`src/rtl/alu_wb_stage.sv`:
```
// ALU writeback stage: 2-entry skid FIFO between the ALU and register-file writeback,
// plus the architectural N/Z/C/V flag register committed in order at retire.
module alu_wb_stage #(
    parameter int unsigned DW = 32,
    parameter int unsigned TW = 5
) (
    input  logic          clk,
    input  logic          rst,
    input  logic          in_valid,
    output logic          in_ready,
    input  logic [DW-1:0] in_res,
    input  logic          in_z,
    input  logic          in_c,
    input  logic          in_v,
    input  logic [2:0]    in_sel,
    input  logic [TW-1:0] in_tag,
    input  logic          in_setf,
    output logic          out_valid,
    input  logic          out_ready,
    output logic [DW-1:0] out_res,
    output logic [TW-1:0] out_tag,
    output logic          out_wen,
    output logic          flag_n,
    output logic          flag_z,
    output logic          flag_c,
    output logic          flag_v,
    output logic          err_sel,
    output logic [15:0]   retire_cnt
);

    localparam int unsigned CW = 16;

    // ok: sel is a real op; lgc: and/or/not, whose C/V commit as 0
    typedef struct packed {
        logic [DW-1:0] res;
        logic [TW-1:0] tag;
        logic          ok;
        logic          lgc;
        logic          setf;
        logic          z;
        logic          c;
        logic          v;
    } entry_t;

    typedef enum logic [1:0] {EMPTY = 2'd0, ONE = 2'd1, TWO = 2'd2} occ_t;

    occ_t   state, state_nx;
    entry_t head, skid, incoming;
    logic   accept, retire;
    logic   head_ld, skid_ld, shift;

    assign accept = in_valid & in_ready;
    assign retire = out_valid & out_ready;

    always_comb begin
        incoming.res  = in_res;
        incoming.tag  = in_tag;
        incoming.ok   = (in_sel <= 3'b100);
        incoming.lgc  = (in_sel == 3'b010) || (in_sel == 3'b011) || (in_sel == 3'b100);
        incoming.setf = in_setf;
        incoming.z    = in_z;
        incoming.c    = in_c;
        incoming.v    = in_v;
    end

    always_ff @(posedge clk) begin
        if (rst) state <= EMPTY;
        else     state <= state_nx;
    end

    // Occupancy transitions; on accept+retire the new entry replaces the retiring head
    always_comb begin
        state_nx = state;
        head_ld  = 1'b0;
        skid_ld  = 1'b0;
        shift    = 1'b0;
        case (state)
            EMPTY: begin
                if (accept) begin
                    head_ld  = 1'b1;
                    state_nx = ONE;
                end
            end
            ONE: begin
                if (accept && retire) begin
                    head_ld = 1'b1;
                end else if (accept) begin
                    skid_ld  = 1'b1;
                    state_nx = TWO;
                end else if (retire) begin
                    state_nx = EMPTY;
                end
            end
            TWO: begin
                if (retire) begin
                    shift    = 1'b1;
                    state_nx = ONE;
                end
            end
            default: state_nx = EMPTY;
        endcase
    end

    always_ff @(posedge clk) begin
        if (rst) begin
            head       <= '0;
            skid       <= '0;
            in_ready   <= 1'b1;
            out_valid  <= 1'b0;
            flag_n     <= 1'b0;
            flag_z     <= 1'b0;
            flag_c     <= 1'b0;
            flag_v     <= 1'b0;
            err_sel    <= 1'b0;
            retire_cnt <= '0;
        end else begin
            in_ready  <= (state_nx != TWO);
            out_valid <= (state_nx != EMPTY);
            if (head_ld)    head <= incoming;
            else if (shift) head <= skid;
            if (skid_ld)    skid <= incoming;
            if (retire) begin
                retire_cnt <= retire_cnt + CW'(1);
                if (!head.ok) err_sel <= 1'b1;
                if (head.ok && head.setf) begin
                    flag_n <= head.res[DW-1];
                    flag_z <= head.z;
                    flag_c <= head.c & ~head.lgc;
                    flag_v <= head.v & ~head.lgc;
                end
            end
        end
    end

    assign out_res = head.res;
    assign out_tag = head.tag;
    assign out_wen = head.ok;

endmodule

```
`config.mk`:
```
export PLATFORM = sky130hd
export DESIGN_NAME = alu_wb_stage
export DESIGN_NICKNAME = d
export VERILOG_FILES = /design/src/rtl/alu_wb_stage.sv
export SDC_FILE = /design/constraint.sdc
export NUM_CORES = 1
export LEC_CHECK = 0
export CAP_MARGIN = 0
export CORE_MARGIN = 2
export CORE_UTILIZATION = 46
export CTS_CLUSTER_SIZE = 28
export DETAILED_ROUTE_END_ITERATION = 8
export HOLD_SLACK_MARGIN = 0.03
export PLACE_DENSITY_LB_ADDON = 0.2
export SLEW_MARGIN = 25
export SYNTH_ARGS = -nofsm -noshare
export SYNTH_HDL_FRONTEND = slang
export SYNTH_SLANG_ARGS = --single-unit
export TNS_END_PERCENT = 5
```
`constraint.sdc`:
```
create_clock -name clk -period 1.95 [get_ports clk]
set_input_delay 0.585 -clock clk [delete_from_list [all_inputs] [get_ports clk]]
set_output_delay 0.585 -clock clk [all_outputs]
set_load 0.005 [all_outputs]
```
# Word-level counts from Yosys, hierarchy flattened
# Index checks and enable logic that the tools add are counted.
totals:
  reg_bits: 111
  in_bits: 48
  out_inout_bits: 61
  elab_cells: 63
op_classes:
  add_sub_neg: 1
  n_lt_le_gt_ge: 1
  n_eq_ne: 6
  muxes: 15
  bitwise_logic: 6
  n_reduce_logical: 9
op_table:
  columns: ["operator", "count"]
  rows:
  - ["$mux W43", 2]
  - ["$add A16 B1 Y16 const B", 1]
  - ["$mux W2", 5]
  - ["$eq A3 B2 Y1 const B", 2]
  - ["$mux W1", 6]
  - ["$pmux W2 S3", 1]
  - ["$and A1 B1 Y1", 4]
  - ["$reduce_and A2 Y1", 2]
  - ["$reduce_bool A2 Y1", 2]
  - ["$eq A3 B3 Y1 const B", 1]
  - ["$le A3 B3 Y1 const B", 1]
  - ["$eq A2 B1 Y1 const B", 1]
  - ["$eq A2 B2 Y1 const B", 1]
  - ["$logic_and A1 B1 Y1", 2]
  - ["$logic_not A2 Y1", 1]
  - ["$logic_or A1 B1 Y1", 2]
  - ["$ne A2 B2 Y1 const B", 1]
  - ["$not A1 Y1", 2]
  - ["$pmux W1 S2", 1]

# Depth between registers and ports, before layout
# Gate-level depths: netlist (run 1).
depth:
  word_depth: 6
  mapped_depth: 7
  mapped_depth_nobuf: 5

# Least setup slack after synthesis (run 1)
# Ideal clock, no wire load.
synth_timing:
  path_type: "input to register"
  from: "input out_ready"
  to: "register skid[18] in the netlist's numbering"
  setup_ns: 0.132
  t_arrival_ns: 1.730
  required_time_ns: 1.818
  slack_ns: 0.088
  path_stages: 7
  n_path_buf: 3
  cell_sequence: "buf_4 > a21bo_4 > or3_1 > clkbuf_1 > clkbuf_1 > nand2_1 > a21oi_1"
synth_between:
  elab_chain_cells: 4
synth_lines:
  columns: ["item", "line", "source"]
  rows:
  - ["from (decl)", "19", "input logic out_ready,"]
  - ["$and A1 B1 Y1", "53", "assign retire = out_valid & out_ready;"]
  - ["$logic_and A1 B1 Y1", "85", "if (accept && retire) begin"]
  - ["$mux W1", "85", null]
  - ["$mux W1", "77", "case (state)"]
  - ["to (signal assigned)", "121", "if (skid_ld) skid <= incoming;"]
  - ["to (decl)", "48", "entry_t head, skid, incoming;"]
# Every way passes these cells.
# A chain may end at the register's enable or synchronous reset.

# Final worst setup path (run 1)
layout_timing:
  from: "register retire_cnt[0]"
  to: "output retire_cnt[0]"
layout_rtl:
  columns: ["item", "line", "source"]
  rows:
  - ["from (decl)", "28", "output logic [15:0] retire_cnt"]
  - ["from (signal assigned)", "123", "retire_cnt <= retire_cnt + CW'(1);"]
# No word-level cell between the ends.

==> impl_metrics.py, run 1 <==
metrics = {
    "worst_setup_path": {
        "worstSetupPathType": "register to output port",
        "path_cells": "buf_4 -> clkdlybuf4s50_1",
        "worstPathArrival_ns": 1.32,
        "cp_slowest_stage_delay_ns": 0.51,
        "slowest_stage": "clkdlybuf4s50_1",
        "crit_required_ns": 1.36,
        "rr_endpoint": "retire_cnt[14]",
        "path_max_fanout": 3,
        "reg2reg_depth": 5,
        "endpoint_kind": "output port",
        "regToRegStartpoint": "retire_cnt[1]",
        "rrSetupSlack_ns": 0.15,
        "start_kind": "register",
    },
    "synthesis": {
        "syn_area_um2": 4970,
        "synth_nets": 591,
        "synth_seq_area_share": 0.447,
        "yosys_most_used_dff": "dfxtp_1",
        "syn-instance-count": 542,
        "synth_edf_count": 0,
        "yosysWarnings": 0,
        "async_flop_share": 0,
        "synth_cell_types": 37,
        "syn-mean-instance-area_um2": 9.16,
        "ys_ff_latch": 111,
    },
    "power_and_ir_drop": {
        "power_frac_clock": 0.286,
        "switching_power_uw": 1350,
        "power.internal_uw": 3690,
        "seqPwrFrac": 0.507,
        "swShare": 0.268,
        "power_density_nw_per_um2": 806,
        "ir_worst_vdd_mv": 0.335,
        "p_leak_uw": 0.00250,
        "p_comb_frac": 0.207,
    },
    "final_layout": {
        "mostFrequentLayoutCell": "clkdlybuf4s50_1",
        "n_antenna_cell": 0,
        "finalNetCount": 658,
        "final_design_area_no_fill_um2": 6260,
        "fillers": 906,
        "drive_gt1_frac": 0.168,
        "areaGrowthSynthToFinish_pct": 26.1,
        "mostFrequentLayoutCells": "clkdlybuf4s50_1, dfxtp_1, nand2_1",
        "stdcell_count": 750,
    },
    "sta": {
        "finalClockSkew_ns": 0.00874,
        "slew_violations": 0,
        "worstMarginPinSlew_ns": 0.347,
        "fin_crit_sh": 0.978,
        "tns_ns": 0,
        "finalHoldViolCount": 0,
        "setup_violations": 0,
        "slew_headroom": 0.767,
        "grt_setup_unrepaired": "no",
        "timing.hold.ws_ns": 0.458,
        "finalCriticalPeriod_ns": 1.91,
        "max_freq_mhz": 524,
    },
    "hold_path": {
        "hold_end": "skid[13]",
        "holdCritStartpoint": "skid[13]",
        "min_path_type": "register to register",
        "hold_depth": 2,
    },
    "drt": {
        "drt_iter0_markers": 150,
        "viasPerCell": 5.10,
        "num_vias": 3824,
        "wl_per_cell_um": 13.6,
        "ant_nets": 0,
        "wl_mm": 10.2,
        "first_pass_iters": 4,
        "drc": 0,
    },
    "global_route": {
        "first_global_vias": 3670,
        "antenna_found_initial": 0,
        "grt_overflow_total": 0,
        "grt_use_total": 0.180,
        "grt_pass1_wl_mm": 16.6,
        "grt_max_degree": 61,
    },
    "placement": {
        "dp_hpwl_mm": 6.97,
        "post_dp_cell_area_um2": 6030,
        "io_buffer_count": 108,
        "routabilityCongestion": 0.717,
        "placed_cells": 734,
    },
    "status": {
        "status": "finished, final reports clean",
    },
    "clocking": {
        "cts.sinks": 111,
        "clk_latency_ns": 0.37,
        "cts-root-buf": "clkbuf_8",
        "path_clk_slew_ns": 0.10,
        "cts-buffers-inserted": 9,
        "htreeDepth": 3,
        "tritoncts": "yes",
        "hold_buffers": 0,
        "clock_path_buffers": 2,
    },
    "floorplanning": {
        "num_io_pins": 109,
        "chipWidth_um": 108,
        "dieArea_um2": 11600,
        "initial_core_util": 0.477,
        "die_h_um": 108,
        "rows": 37,
        "core_um2": 10400,
    },
    "job": {
        "maxCapViolations": 0,
    },
}
-- synth_stat cells (3+ instances only) --
| master | n | area [um2] |
|---|---|---|
| dfxtp_1 | 111 | 2220 |
| nand2_1 | 91 | 342 |
| nor2_1 | 69 | 259 |
| a21oi_1 | 49 | 245 |
| mux2i_1 | 46 | 460 |
| a211oi_2 | 40 | 500 |
| buf_4 | 38 | 285 |
| clkbuf_1 | 20 | 75.1 |
| buf_2 | 10 | 50.1 |
| buf_6 | 6 | 67.6 |
| nand3_1 | 6 | 30.0 |
| xnor2_1 | 6 | 52.6 |
| a211oi_1 | 4 | 30.0 |
| inv_1 | 4 | 15.0 |
| nor2b_1 | 4 | 25.0 |
| nor3_1 | 4 | 20.0 |
| xor2_1 | 4 | 35.0 |
| nand4_1 | 3 | 18.8 |
| o21ai_0 | 3 | 15.0 |
| or3_1 | 3 | 18.8 |
-- metal layers --
metal | share of wire | wire (um) | vias to the layer above | track usage
met5 | 0 | 0 | - | 0
met4 | 0.015 | 156 | 0 | 0.0714
met3 | 0.054 | 554 | 11 | 0.0436
met2 | 0.47 | 4810 | 79 | 0.304
met1 | 0.46 | 4710 | 1806 | 0.220
li1 | - | - | 1928 | -
-- worst max path at each step --
stage	start	to	cells past startpoint
2_1_floorplan	out_ready	skid[18]	7
3_3_place_gp	out_ready	retire_cnt[14]	5
3_5_place_dp	out_ready	retire_cnt[14]	5
4_1_cts	retire_cnt[2]	retire_cnt[2]	1
5_1_grt	retire_cnt[7]	retire_cnt[7]	1
6_report	retire_cnt[0]	retire_cnt[0]	2
-- final cells by class --
type | count | area (um2) | area share
clock buffer | 11 | 151 | 0.0242
clock inverter | 5 | 63.8 | 0.0102
inverter | 4 | 15.0 | 0.00240
multi-input combinational | 352 | 2270 | 0.363
sequential | 111 | 2240 | 0.357
tap | 136 | 170 | 0.0272
timing repair buffer | 131 | 1350 | 0.216
-- sequential cells by signal (all words and copies together) (netlist names) --
register and flops:
flag_n 1, out_tag 5, state 2, retire_cnt 16
flag_v 1, skid 43, out_wen 1, out_res 32
err_sel 1, flag_c 1, head 5, flag_z 1
in_ready 1, out_valid 1
-- timing repair --
item,CTS,global route
endpoints found under the hold margin,0,0
pin swaps,0,0
gates resized for setup,6,7
setup buffers,0,0
setup endpoints to repair,6,7
-- worst max-delay path, delay by kind of cell, from the launching register on --
family,cells,cell delay [ns]
DFF,1,0.34
buffers and inverters,2,0.63
-- cell families after synthesis --
logic type	after synthesis	synth area share
xor+xnor	10	0.0176
mux	48	0.0973
compound gates	100	0.167
buf+inv	79	0.100
simple gates	193	0.168
flops	111	0.447
fa+ha+maj	1	0.00252
-- metrics by stage --
step                 util  power (uW)  setup slack, ns
floorplan               -        3310           0.0879
global placement    0.579        3640           -0.405
detailed placement  0.579        3670           -0.426
CTS                 0.600        5110         0.000706
global route        0.601        5290          0.00932
finish              0.601        5050           0.0424
-- power groups by stage --
| stage | Combinational, uW | Clock [uW] | Sequential [uW] |
|---|---|---|---|
| 4_1_cts | 1060 | 1490 | 2560 |
| 3_3_place_gp | 1030 | 0 | 2610 |
| 2_1_floorplan | 733 | 0 | 2580 |
| 6_report | 1040 | 1440 | 2560 |
| 5_1_grt | 1130 | 1570 | 2580 |
| 3_5_place_dp | 1050 | 0 | 2610 |
Note: power is estimated with default switching activity, not from simulation.
==> run 2: changes to the inputs <==
Settings changed: CAP_MARGIN 0 to 20, CELL_PAD_IN_SITES_DETAIL_PLACEMENT from default to 2, CELL_PAD_IN_SITES_GLOBAL_PLACEMENT from default to 2, CORE_UTILIZATION 46 to 27.
==> impl_metrics.py, run 2 (synthesis gave the netlist of run 1 again) <==
metrics = {
    "sta": {
        "finalClockSkew_ns": 0.00570,
        "max_freq_mhz": 529,
        "timing.hold.ws_ns": 0.458,
        "fin_crit_sh": 0.969,
        "layout_setup_ws_ns": 0.0595,
        "worstMarginPinSlew_ns": 0.342,
        "finalCriticalPeriod_ns": 1.89,
        "slew_violations": 0,
        "tns_ns": 0,
        "grt_setup_unrepaired": "no",
        "finalHoldViolCount": 0,
        "setup_violations": 0,
        "slew_headroom": 0.771,
    },
    "worst_setup_path": {
        "start_kind": "register",
        "cp_slowest_stage_delay_ns": 0.50,
        "cp_top_family": "buffers and inverters",
        "endpoint_kind": "output port",
        "worstPathArrival_ns": 1.31,
        "worstSetupPathType": "register to output port",
        "rrSetupSlack_ns": 0.19,
        "crit_required_ns": 1.36,
        "path_max_fanout": 3,
        "crit_buf_inv": 2,
        "path_cells": "buf_4 -> clkdlybuf4s50_1",
        "slowest_stage": "clkdlybuf4s50_1",
    },
    "clocking": {
        "clk_latency_ns": 0.35,
        "tritoncts": "yes",
        "clock_path_buffers": 2,
        "path_clk_slew_ns": 0.07,
        "hold_buffers": 0,
        "cts_setup_buffers": 0,
        "cts-root-buf": "clkbuf_16",
        "htreeDepth": 3,
        "cts-buffers-inserted": 9,
        "post_cts_resized": 3,
        "cts.sinks": 111,
    },
    "global_route": {
        "grt_overflow_total": 0,
        "grt_pass1_wl_mm": 22.0,
        "first_global_vias": 4324,
        "grt_max_degree": 40,
        "grt_use_total": 0.142,
        "antenna_found_initial": 0,
    },
    "drt": {
        "wl_mm": 13.7,
        "viasPerCell": 4.68,
        "ant_nets": 0,
        "drc": 0,
        "first_pass_iters": 3,
        "drt_iter0_markers": 116,
        "wl_per_cell_um": 16.2,
        "num_vias": 3970,
    },
    "floorplanning": {
        "rows": 49,
        "dieArea_um2": 19500,
        "core_um2": 18000,
        "initial_core_util": 0.276,
        "die_h_um": 140,
        "chipWidth_um": 140,
        "num_io_pins": 109,
    },
    "final_layout": {
        "drive_gt1_frac": 0.173,
        "n_antenna_cell": 0,
        "mostFrequentLayoutCells": "clkdlybuf4s50_1, dfxtp_1, nand2_1",
        "fillers": 1998,
        "mostFrequentLayoutCell": "clkdlybuf4s50_1",
        "finalNetCount": 663,
        "stdcell_count": 848,
        "largest_register_ffs": 43,
        "areaGrowthSynthToFinish_pct": 31.0,
        "regMostFlops": "skid",
    },
    "power_and_ir_drop": {
        "swShare": 0.266,
        "ir_worst_vdd_mv": 0.418,
        "switching_power_uw": 1470,
        "p_leak_uw": 0.00254,
        "power_density_nw_per_um2": 848,
        "power_frac_clock": 0.334,
        "p_comb_frac": 0.200,
        "seqPwrFrac": 0.466,
        "power.internal_uw": 4050,
    },
    "placement": {
        "routabilityCongestion": 0.713,
        "placed_cells": 832,
        "io_buffer_count": 108,
        "dp_hpwl_mm": 9.52,
        "place_ws_ns": -0.474,
    },
    "job": {
        "maxCapViolations": 0,
    },
    "status": {
        "status": "finished, final reports clean",
    },
    "hold_path": {
        "min_path_type": "register to register",
    },
}
## run 2: cell count changes in the layout (fill, tap and decap cells not counted), sizes merged
| cell | before | now |
|---|---|---|
| bufinv | 1 | 0 |
| clkbuf | 11 | 14 |
| dlymetal6s2s | 1 | 0 |
| inv | 6 | 4 |
| buf | 24 | 29 |
| clkdlybuf4s50 | 105 | 106 |
## run 2: path summary, 6_finish.rpt
path,startpoint,cells past startpoint,endpoint
hold reg to reg,skid[17],2,skid[17]
hold / removal,skid[17],2,skid[17]
setup reg to reg,retire_cnt[1],5,retire_cnt[14]
setup / recovery,retire_cnt[0],2,retire_cnt[0]
## run 2: stage by stage
step / util / instance area [um2] / total power (uW)
3_3_place_gp: 0.344 / 6190 / 3700
4_1_cts: 0.360 / 6490 / 5640
3_5_place_dp: 0.344 / 6190 / 3750
6_report: 0.361 / 6510 / 5520
5_1_grt: 0.361 / 6510 / 5850
2_1_floorplan: - / 4970 / 3310
## run 2: power groups by stage
stage	registers, uW	clock network [uW]	logic [uW]
after floorplan	2580	0	733
after CTS	2570	1930	1140
after global routing	2590	2040	1210
final	2570	1840	1110
after global placement	2610	0	1090
after detailed placement	2620	0	1130
## run 2: routing by layer
metal,track usage,vias up,share of wire
met2,0.256,67,0.51
met4,0.0395,0,0.011
met5,0,-,0
met1,0.166,1962,0.44
met3,0.0382,11,0.043
li1,-,1930,-
## run 2: area by class of cell
cell class,instances,area [um2],share of cell area
clock buffer,14,284,0.0437
clock inverter,2,12.5,0.00192
inverter,4,15.0,0.00231
multi-input combinational,352,2270,0.349
sequential,111,2240,0.344
tap,229,287,0.0440
timing repair buffer,136,1400,0.215
## run 2: tightest hold or removal path: stages (launching register included)
cell and delay, ns:
dfxtp_1 0.31, nand2_1 0.05, a21oi_1 0.05
==> run 3: changes to the inputs <==
Settings changed: CORE_UTILIZATION 27 to 30.
Clock period 1.95 ns to 1.85 ns, I/O delays scaled along.
==> impl_metrics.py, run 3 (synthesis gave the netlist of run 1 again) <==
metrics = {
    "sta": {
        "fin_crit_sh": 0.975,
        "tns_ns": 0,
        "finalClockSkew_ns": 0.00820,
        "worstMarginPinSlew_ns": 0.402,
        "finalCriticalPeriod_ns": 1.80,
        "finalHoldViolCount": 0,
        "setup_violations": 0,
        "slew_headroom": 0.729,
        "max_freq_mhz": 554,
        "slew_violations": 0,
    },
    "drt": {
        "drc": 0,
        "wl_met3_um": 485,
        "dr.max_layer_used": "met4",
        "num_vias": 4028,
        "first_pass_iters": 4,
        "viasPerCell": 4.76,
        "wl_met2_mm": 7.36,
        "ant_nets": 0,
        "drt_iter0_markers": 118,
        "wl_mm": 13.8,
        "wl_per_cell_um": 16.3,
        "met1_length_mm": 5.85,
    },
    "power_and_ir_drop": {
        "p_leak_uw": 0.00265,
        "power_density_nw_per_um2": 914,
        "ir_worst_vdd_mv": 0.498,
        "p_total_uw": 6050,
    },
    "final_layout": {
        "largest_register_ffs": 43,
        "drive_gt1_frac": 0.195,
        "final_design_area_no_fill_um2": 6620,
        "stdcell_count": 847,
        "finalNetCount": 671,
        "areaGrowthSynthToFinish_pct": 33.3,
        "mostFrequentLayoutCell": "clkdlybuf4s50_1",
        "regMostFlops": "skid",
        "n_antenna_cell": 0,
        "fillers": 1736,
        "mostFrequentLayoutCells": "clkdlybuf4s50_1, dfxtp_1, nand2_1",
    },
    "global_route": {
        "grt_overflow_total": 0,
        "antenna_found_initial": 0,
        "first_global_vias": 4447,
        "grt_max_degree": 52,
        "grt_pass1_wl_mm": 23.1,
        "grt_use_total": 0.164,
    },
    "floorplanning": {
        "dieArea_um2": 17600,
        "initial_core_util": 0.303,
        "die_h_um": 133,
        "rows": 47,
        "core_um2": 16400,
        "num_io_pins": 109,
        "chipWidth_um": 133,
    },
    "worst_setup_path": {
        "regToRegStartpoint": "retire_cnt[0]",
        "path_max_fanout": 5,
        "worstPathArrival_ns": 2.08,
        "startpoint": "out_ready",
        "endpoint_kind": "register",
        "crit_required_ns": 2.13,
        "start_kind": "input pin",
        "worstSetupPathType": "input pin to register",
    },
    "placement": {
        "io_buffer_count": 108,
        "post_dp_cell_area_um2": 6240,
        "placed_cells": 829,
        "dp_hpwl_mm": 9.87,
        "routabilityCongestion": 0.727,
    },
    "clocking": {
        "cts-buffers-inserted": 9,
        "cts.sinks": 111,
        "path_clk_slew_ns": 0.07,
        "tritoncts": "yes",
        "htreeDepth": 3,
        "clock_path_buffers": 2,
        "cts-root-buf": "clkbuf_16",
        "clk_latency_ns": 0.36,
        "hold_buffers": 0,
    },
    "hold_path": {
        "holdCritStartpoint": "skid[21]",
        "min_path_type": "register to register",
    },
    "job": {
        "maxCapViolations": 0,
    },
    "status": {
        "status": "finished, final reports clean",
    },
}
-- run 3: changes by cell type in the layout (fill, tap and decap cells not counted), sizes merged --
cell and delta:
dlygate4sd2 +4, buf +8, clkdlybuf4s50 -5, bufinv +2, clkbuf -1, dlymetal6s2s +1, clkinvlp -1
-- run 3: path summary, 6_finish.rpt --
check / cells after the start / to / slack, ns
hold / removal: 2 / skid[21] / 0.46
setup reg to reg: 5 / retire_cnt[14] / 0.07
setup / recovery: 5 / retire_cnt[14] / 0.05
hold reg to reg: 2 / skid[21] / 0.46
-- run 3: stage by stage --
| stage | util | hold WS (ns) | setup slack, ns |
|---|---|---|---|
| final | 0.404 | 0.458 | 0.0458 |
| after global placement | 0.380 | 0.440 | -0.508 |
| after detailed placement | 0.380 | 0.451 | -0.549 |
| after global routing | 0.404 | 0.476 | -0.0150 |
| after floorplan | - | 0.436 | 0.0179 |
| after CTS | 0.402 | 0.461 | 0.00491 |
-- run 3: area by class of cell --
cell class | instances | area [um2] | area share
Tap cell | 220 | 275 | 0.0416
Multi-Input combinational cell | 352 | 2280 | 0.344
Clock buffer | 13 | 260 | 0.0393
Sequential cell | 111 | 2260 | 0.341
Timing Repair Buffer | 144 | 1470 | 0.223
Inverter | 4 | 15.0 | 0.00227
Clock inverter | 3 | 65.1 | 0.00983
-- run 3: critical path: stages --
cell and delay (ns):
dlygate4sd2_1 0.34, nand3_4 0.10, or4_4 0.53, or3_1 0.38
a21oi_1 0.17
-- run 3: per-layer routing --
layer | up-vias | global-route usage
li1 | 1961 | -
met1 | 1995 | 0.191
met2 | 61 | 0.298
met3 | 11 | 0.0429
met4 | 0 | 0.0418
met5 | - | 0
-- run 3: power breakdown --
group          switching [uW]  leakage (uW)  internal (uW)
clock network             900      0.000160           1260
logic                     553       0.00158            635
registers                 122      0.000917           2580
total                    1570       0.00265           4480
-- run 3: what timing repair did --
item	CTS	global route
setup buffers	2	0
pin swaps	1	0
endpoints found under the setup margin	102	34
resized for setup	21	10
gates cloned	0	0
